==> src/rtl/executer_m.sv <==
// executer_m: execute stage with N-way operand forwarding, a single-cycle ALU/branch path and an iterative RV32M unit.
// ALU ops: 0 add,1 sub,2 sll,3 slt,4 sltu,5 xor,6 srl,7 sra,8 or,9 and,10 eq,11 ne,12 ge,13 geu,14 pass-b; 15 is unknown.
module executer_m #(
    parameter int unsigned FWD_SRCS     = 2,
    parameter int unsigned M_RADIX_BITS = 1,
    localparam int unsigned SW          = $clog2(FWD_SRCS + 1)
) (
    input  logic                    clk,
    input  logic                    reset,
    input  logic                    run,
    input  logic                    stall,
    input  logic                    flush,
    input  logic [3:0]              alu_op,
    input  logic                    m_en,
    input  logic [2:0]              m_op,
    input  logic [31:0]             alu_a,
    input  logic [31:0]             alu_b,
    input  logic [32*FWD_SRCS-1:0]  fwd_data,
    input  logic [SW-1:0]           alu_a_src,
    input  logic [SW-1:0]           alu_b_src,
    input  logic [31:0]             pc,
    input  logic [31:0]             imm_value,
    input  logic                    branch_en,
    input  logic                    jal_en,
    input  logic                    jalr_en,
    input  logic                    mem_to_reg_in,
    input  logic [1:0]              bytes_in,
    input  logic [31:0]             wdata_in,
    input  logic                    we_in,
    input  logic                    re_in,
    input  logic [4:0]              rd_in,
    input  logic                    reg_we_in,
    output logic                    mem_to_reg_out,
    output logic [1:0]              bytes_out,
    output logic [31:0]             wdata_out,
    output logic                    we_out,
    output logic                    re_out,
    output logic [4:0]              rd_out,
    output logic                    reg_we_out,
    output logic [31:0]             alu_result,
    output logic                    alu_unknown_op,
    output logic [31:0]             addr_out,
    output logic                    addr_out_en,
    output logic                    run_out,
    output logic                    busy
);

    localparam logic [5:0] N_STEPS = 6'(32 / M_RADIX_BITS);

    typedef enum logic [1:0] {S_IDLE, S_CALC, S_DONE} state_e;
    typedef enum logic [3:0] {
        OP_ADD, OP_SUB, OP_SLL, OP_SLT, OP_SLTU, OP_XOR, OP_SRL, OP_SRA,
        OP_OR, OP_AND, OP_EQ, OP_NE, OP_GE, OP_GEU, OP_PASSB
    } alu_op_e;

    state_e      state_q, state_d;
    logic [5:0]  cnt_q, cnt_d;
    logic [2:0]  mop_q, mop_d;
    logic        sgn_a_q, sgn_a_d, sgn_b_q, sgn_b_d, bzero_q, bzero_d;
    logic [31:0] dvd_q, dvd_d, work_q, work_d;
    logic [63:0] acc_q, acc_d, mc_q, mc_d;
    logic [42:0] msb_q, msb_d, sbo_q, sbo_d;
    logic [31:0] res_q, res_d, addr_q, addr_d;
    logic        aen_q, aen_d, run_q, run_d, busy_q, busy_d;

    logic [31:0] op_a, op_b, alu_y, ex_y, addr_tgt, mag_a, mag_b;
    logic        alu_bad, addr_take, is_signed_a, is_signed_b, neg_a, neg_b;
    logic [31:0] step_work, quo, rmd, m_res;
    logic [63:0] step_acc, step_mc, prod;
    logic [32:0] rem;
    logic [42:0] sb_in;

    assign sb_in = {mem_to_reg_in, bytes_in, wdata_in, we_in, re_in, rd_in, reg_we_in};

    always_comb begin
        op_a = alu_a;
        op_b = alu_b;
        for (int unsigned k = 0; k < FWD_SRCS; k++) begin
            if (alu_a_src == SW'(k + 1)) op_a = fwd_data[k*32 +: 32];
            if (alu_b_src == SW'(k + 1)) op_b = fwd_data[k*32 +: 32];
        end
    end

    always_comb begin
        alu_y   = '0;
        alu_bad = 1'b0;
        case (alu_op)
            OP_ADD:   alu_y = op_a + op_b;
            OP_SUB:   alu_y = op_a - op_b;
            OP_SLL:   alu_y = op_a << op_b[4:0];
            OP_SLT:   alu_y = {31'b0, $signed(op_a) < $signed(op_b)};
            OP_SLTU:  alu_y = {31'b0, op_a < op_b};
            OP_XOR:   alu_y = op_a ^ op_b;
            OP_SRL:   alu_y = op_a >> op_b[4:0];
            OP_SRA:   alu_y = 32'($signed(op_a) >>> op_b[4:0]);
            OP_OR:    alu_y = op_a | op_b;
            OP_AND:   alu_y = op_a & op_b;
            OP_EQ:    alu_y = {31'b0, op_a == op_b};
            OP_NE:    alu_y = {31'b0, op_a != op_b};
            OP_GE:    alu_y = {31'b0, $signed(op_a) >= $signed(op_b)};
            OP_GEU:   alu_y = {31'b0, op_a >= op_b};
            OP_PASSB: alu_y = op_b;
            default:  alu_bad = 1'b1;
        endcase
    end

    // Jumps write the link address; branches are taken when the compare op yields 1.
    assign ex_y           = (jal_en | jalr_en) ? pc + 32'd4 : alu_y;
    assign addr_tgt       = jalr_en ? ((op_a + imm_value) & ~32'd1) : (pc + imm_value);
    assign addr_take      = jal_en | jalr_en | (branch_en & alu_y[0]);
    assign alu_unknown_op = alu_bad & ~m_en;

    assign is_signed_a = (m_op == 3'd0) || (m_op == 3'd1) || (m_op == 3'd2) || (m_op == 3'd4) || (m_op == 3'd6);
    assign is_signed_b = (m_op == 3'd0) || (m_op == 3'd1) || (m_op == 3'd4) || (m_op == 3'd6);
    assign neg_a       = is_signed_a & op_a[31];
    assign neg_b       = is_signed_b & op_b[31];
    assign mag_a       = neg_a ? -op_a : op_a;
    assign mag_b       = neg_b ? -op_b : op_b;

    // One radix step: work holds the multiplier (shifted right) or the dividend/quotient (shifted left).
    always_comb begin
        step_work = work_q;
        step_acc  = acc_q;
        step_mc   = mc_q;
        rem       = '0;
        for (int unsigned i = 0; i < M_RADIX_BITS; i++) begin
            if (!mop_q[2]) begin
                if (step_work[0]) step_acc = step_acc + step_mc;
                step_work = step_work >> 1;
                step_mc   = step_mc << 1;
            end else begin
                rem       = {step_acc[31:0], step_work[31]};
                step_work = step_work << 1;
                if (rem >= {1'b0, step_mc[31:0]}) begin
                    rem          = rem - {1'b0, step_mc[31:0]};
                    step_work[0] = 1'b1;
                end
                step_acc = {32'b0, rem[31:0]};
            end
        end
    end

    always_comb begin
        prod = (sgn_a_q ^ sgn_b_q) ? -acc_q : acc_q;
        quo  = (sgn_a_q ^ sgn_b_q) ? -work_q : work_q;
        rmd  = sgn_a_q ? -acc_q[31:0] : acc_q[31:0];
        if (bzero_q) begin
            quo = '1;
            rmd = dvd_q;
        end
        if (!mop_q[2]) m_res = (mop_q[1:0] == 2'd0) ? prod[31:0] : prod[63:32];
        else           m_res = mop_q[1] ? rmd : quo;
    end

    always_comb begin
        state_d = state_q;
        cnt_d   = cnt_q;
        mop_d   = mop_q;
        sgn_a_d = sgn_a_q;
        sgn_b_d = sgn_b_q;
        bzero_d = bzero_q;
        dvd_d   = dvd_q;
        work_d  = work_q;
        acc_d   = acc_q;
        mc_d    = mc_q;
        msb_d   = msb_q;
        res_d   = res_q;
        addr_d  = addr_q;
        aen_d   = aen_q;
        sbo_d   = sbo_q;
        busy_d  = busy_q;
        run_d   = 1'b0;
        if (flush) begin
            state_d = S_IDLE;
            busy_d  = 1'b0;
        end else begin
            case (state_q)
                S_IDLE: begin
                    if (run && !stall) begin
                        if (m_en) begin
                            mop_d   = m_op;
                            sgn_a_d = neg_a;
                            sgn_b_d = neg_b;
                            bzero_d = (op_b == 32'd0);
                            dvd_d   = op_a;
                            work_d  = m_op[2] ? mag_a : mag_b;
                            mc_d    = {32'b0, m_op[2] ? mag_b : mag_a};
                            acc_d   = '0;
                            msb_d   = sb_in;
                            cnt_d   = N_STEPS;
                            busy_d  = 1'b1;
                            state_d = S_CALC;
                        end else begin
                            res_d  = ex_y;
                            addr_d = addr_tgt;
                            aen_d  = addr_take;
                            sbo_d  = sb_in;
                            run_d  = 1'b1;
                        end
                    end
                end
                S_CALC: begin
                    work_d = step_work;
                    acc_d  = step_acc;
                    mc_d   = step_mc;
                    cnt_d  = cnt_q - 6'd1;
                    if (cnt_q == 6'd1) state_d = S_DONE;
                end
                S_DONE: begin
                    if (!stall) begin
                        res_d   = m_res;
                        aen_d   = 1'b0;
                        sbo_d   = msb_q;
                        run_d   = 1'b1;
                        busy_d  = 1'b0;
                        state_d = S_IDLE;
                    end
                end
                default: state_d = S_IDLE;
            endcase
        end
    end

    always_ff @(posedge clk or posedge reset) begin
        if (reset) begin
            state_q <= S_IDLE;
            cnt_q   <= '0;
            mop_q   <= '0;
            sgn_a_q <= 1'b0;
            sgn_b_q <= 1'b0;
            bzero_q <= 1'b0;
            dvd_q   <= '0;
            work_q  <= '0;
            acc_q   <= '0;
            mc_q    <= '0;
            msb_q   <= '0;
            res_q   <= '0;
            addr_q  <= '0;
            aen_q   <= 1'b0;
            sbo_q   <= '0;
            busy_q  <= 1'b0;
            run_q   <= 1'b0;
        end else begin
            state_q <= state_d;
            cnt_q   <= cnt_d;
            mop_q   <= mop_d;
            sgn_a_q <= sgn_a_d;
            sgn_b_q <= sgn_b_d;
            bzero_q <= bzero_d;
            dvd_q   <= dvd_d;
            work_q  <= work_d;
            acc_q   <= acc_d;
            mc_q    <= mc_d;
            msb_q   <= msb_d;
            res_q   <= res_d;
            addr_q  <= addr_d;
            aen_q   <= aen_d;
            sbo_q   <= sbo_d;
            busy_q  <= busy_d;
            run_q   <= run_d;
        end
    end

    assign {mem_to_reg_out, bytes_out, wdata_out, we_out, re_out, rd_out, reg_we_out} = sbo_q;
    assign alu_result  = res_q;
    assign addr_out    = addr_q;
    assign addr_out_en = aen_q;
    assign run_out     = run_q;
    assign busy        = busy_q;

endmodule
==> config.mk <==
export PLATFORM = sky130hd
export DESIGN_NAME = executer_m
export DESIGN_NICKNAME = d
export VERILOG_FILES = /design/src/rtl/executer_m.sv
export SDC_FILE = /design/constraint.sdc
export NUM_CORES = 2
export LEC_CHECK = 0
export CAP_MARGIN = 10
export CORE_UTILIZATION = 45
export DETAILED_ROUTE_END_ITERATION = 12
export HOLD_SLACK_MARGIN = 0.1
export PLACE_DENSITY = 0.67
export SLEW_MARGIN = 40
export SYNTH_ARGS = -nofsm -noshare
export SYNTH_HDL_FRONTEND = slang
export SYNTH_SLANG_ARGS = --single-unit
==> constraint.sdc <==
create_clock -name clk -period 13.38 [get_ports clk]
set_input_delay 4.014 -clock clk [delete_from_list [all_inputs] [get_ports clk]]
set_output_delay 4.014 -clock clk [all_outputs]
set_load 0.03 [all_outputs]
==> metrics.cfg <==
[status]
status = complete, no violations

[cts]
cts.sinks = 359
h-tree-depth = 2
root_buffer = clkbuf_16
ctsResizeCount = 0
clk_latency_ns = 0.65
cts_hold_buf = 0
path_clk_slew_ns = 0.06
cts_buffers = 47
cts_tree = yes
clockBufferDepth = 3
cts_setup_buffers = 0

[drt]
avgRoutedWirePerCell_um = 28.8
via_per_inst = 6.55
wl_mm = 194
drt_iter0_drc = 5907
final_antenna_net_count = 0
dr.pass1.iters = 6
drc = 0
dr_total_vias = 44200

[min_path]
hold_depth = 2
hp-class = flip-flop to flip-flop
min-delay-start = msb_q[26]
whs_endpoint = msb_q[26]

[timing]
period_share_pct = 79.0
tns_ns = 0
finalSetupViolations = 0
drv_slew = 0
finClkSkew_ns = 0.0253
worst_pin_slew_ns = 0.986
min_period_ns = 10.57
finalHoldViolCount = 0
max_freq_mhz = 94.6
relSlewSlack_pct = 34.3
grt_setup_unrepaired = false
whs_ns = 0.475

[die]
start_util_pct = 45.5
core_um2 = 86900
fp.dieW_um = 298
io_pins = 366
rows = 108
die_h_um = 298
die_area_um2 = 89000

[grt]
grt_pass1_vias = 40300
grt-ovfl-total = 0
grt_start_max_net_pins = 143
grt_pass1_wl_mm = 280
grtUsageTotal_pct = 42.1
antenna_found_initial = 15

[place]
gp_congestion = 1.10
dp_hpwl_mm = 150
port_buffers = 365

[critical_path]
cp-startpoint = alu_op[0]
ff2ff_path_depth = 16
crit_fanout = 16
r2r_setup_slack_ns = 8.00
regToRegEndpoint = acc_q[50]
cp.required_ns = 9.37
startpoint_type = primary input
critPathCaptureType = output port
r2r_start = acc_q[0]
critPathArrivalTime_ns = 6.55
critPathKind = primary input to output port

[synthesis]
synth_cell_type_count = 114
syn_inst = 5374
synth-main-ff-cell = dfrtp_1
yosys_warnings = 0
synth.net_count = 5846
synth_edf_count = 0
synth.area.top_cells = dfrtp_1, ha_1, nand2_1
yosysSeqAreaShare_pct = 22.7
ys_seq_elements = 359
syn_area_per_cell_um2 = 7.36
yosysTopAreaCell = dfrtp_1
synth_area_um2 = 39500
synth_top_area_share_pct = 22.7
synthArstFlopShare_pct = 100

[flow_run]
drv_cap = 0

[finish]
drive_gt1_share_pct = 6.75
nNetsFinal = 6019
layout_commonest_cell = nand2_1
area_growth_pct = 16.8
layout_common_cells = nand2_1, nor2_1, o21ai_0
fillerInstances = 8580

[pwr]
ir_drop_v = 0.000138
p_leak_uw = 0.0197
power_density_nw_per_um2 = 145

[sequential cells by signal, indices dropped and copies added, names as in the netlist, 2 cells and up]
signal / count
acc_q: 64
addr_out: 32
dvd_q: 32
state_q: 2
mc_q: 64
work_q: 32
alu_result: 32
sbo_q: 43
mop_q: 3
cnt_q: 6
msb_q: 43
[critical path, stage by stage]
cell,delay [ns]
clkdlybuf4s50_1,0.89
nand4_1,0.68
nor2_1,0.26
clkdlybuf4s50_1,0.70
[cell type report]
cell class                 instances  area [µm²]  share of cell area (%)
multi-input combinational       4461       28700                    62.1
sequential                       359        8990                    19.5
inverter                         189         718                    1.55
tap                             1155        1450                    3.13
clock buffer                      66        1380                    2.99
timing repair buffer             489        4650                    10.1
antenna                            3        7.51                  0.0163
clock inverter                    22         309                   0.669
[synth_stat cells, types with 32 or more instances]
library cell,instances
nand3_1,87
xnor2_1,238
buf_1,33
a221o_1,41
o31ai_1,43
o21bai_1,38
o211ai_1,90
a21oi_1,449
a31oi_1,75
a211oi_1,69
mux2i_1,190
nand2_1,664
nand2b_1,54
a221oi_1,43
a21o_1,93
xor2_1,136
nor2b_1,55
nor3_1,186
or3_1,38
inv_1,170
buf_2,32
o221ai_1,41
dfrtp_1,359
ha_1,213
nor2_1,547
o21ai_1,33
clkbuf_1,289
o21ai_0,475
a22o_1,41
and3_1,40
[power breakdown]
part,total (µW),switching [µW],internal [µW]
registers,1600,284,1320
clock network,1420,581,839
logic,3680,2390,1290
total,6700,3260,3440
[layer usage]
layer,up-vias,global-route usage (%),routed length [µm]
li1,19900,-,-
met1,21200,57.1,80400
met2,2534,60.2,79300
met3,499,11.7,22000
met4,24,22.9,12100
met5,-,0,134
[worst max-delay path by stage]
stage	cells past startpoint	slack, ns	to
after floorplan	3	4.49	alu_unknown_op
after global placement	20	2.81	alu_result[26]
after detailed placement	20	2.75	alu_result[26]
after CTS	4	2.95	alu_unknown_op
after global routing	4	2.79	alu_unknown_op
final	4	2.81	alu_unknown_op
[kinds of logic (layout without fill, tap and decap cells)]
group / after synthesis / in the layout / share of synthesized area [%]
AOI/OAI and AO/OA: 1789 / 1789 / 29.3
buffers and inverters: 554 / 766 / 5.49
xor gates and xnor gates: 375 / 375 / 8.33
adders and majority gates: 226 / 226 / 7.18
DFF: 359 / 359 / 22.7
muxes: 212 / 212 / 5.47
other: 0 / 3 / 0
and+or+nand+nor: 1859 / 1859 / 21.5
[through the flow]
stage / setup slack [ns] / instance area [µm²] / power [µW] / cells / util, %
4_1_cts: 2.95 / 46100 / 6580 / 6740 / 53.1
6_report: 2.81 / 46200 / 6700 / 6744 / 53.2
3_5_place_dp: 2.75 / 44400 / 5140 / 6652 / 51.1
2_1_floorplan: 4.49 / 39500 / 3800 / 5374 / -
3_3_place_gp: 2.81 / 44300 / 5120 / 6651 / 51.0
5_1_grt: 2.79 / 46200 / 6980 / 6742 / 53.2
Power figures use the tool's default switching activity.
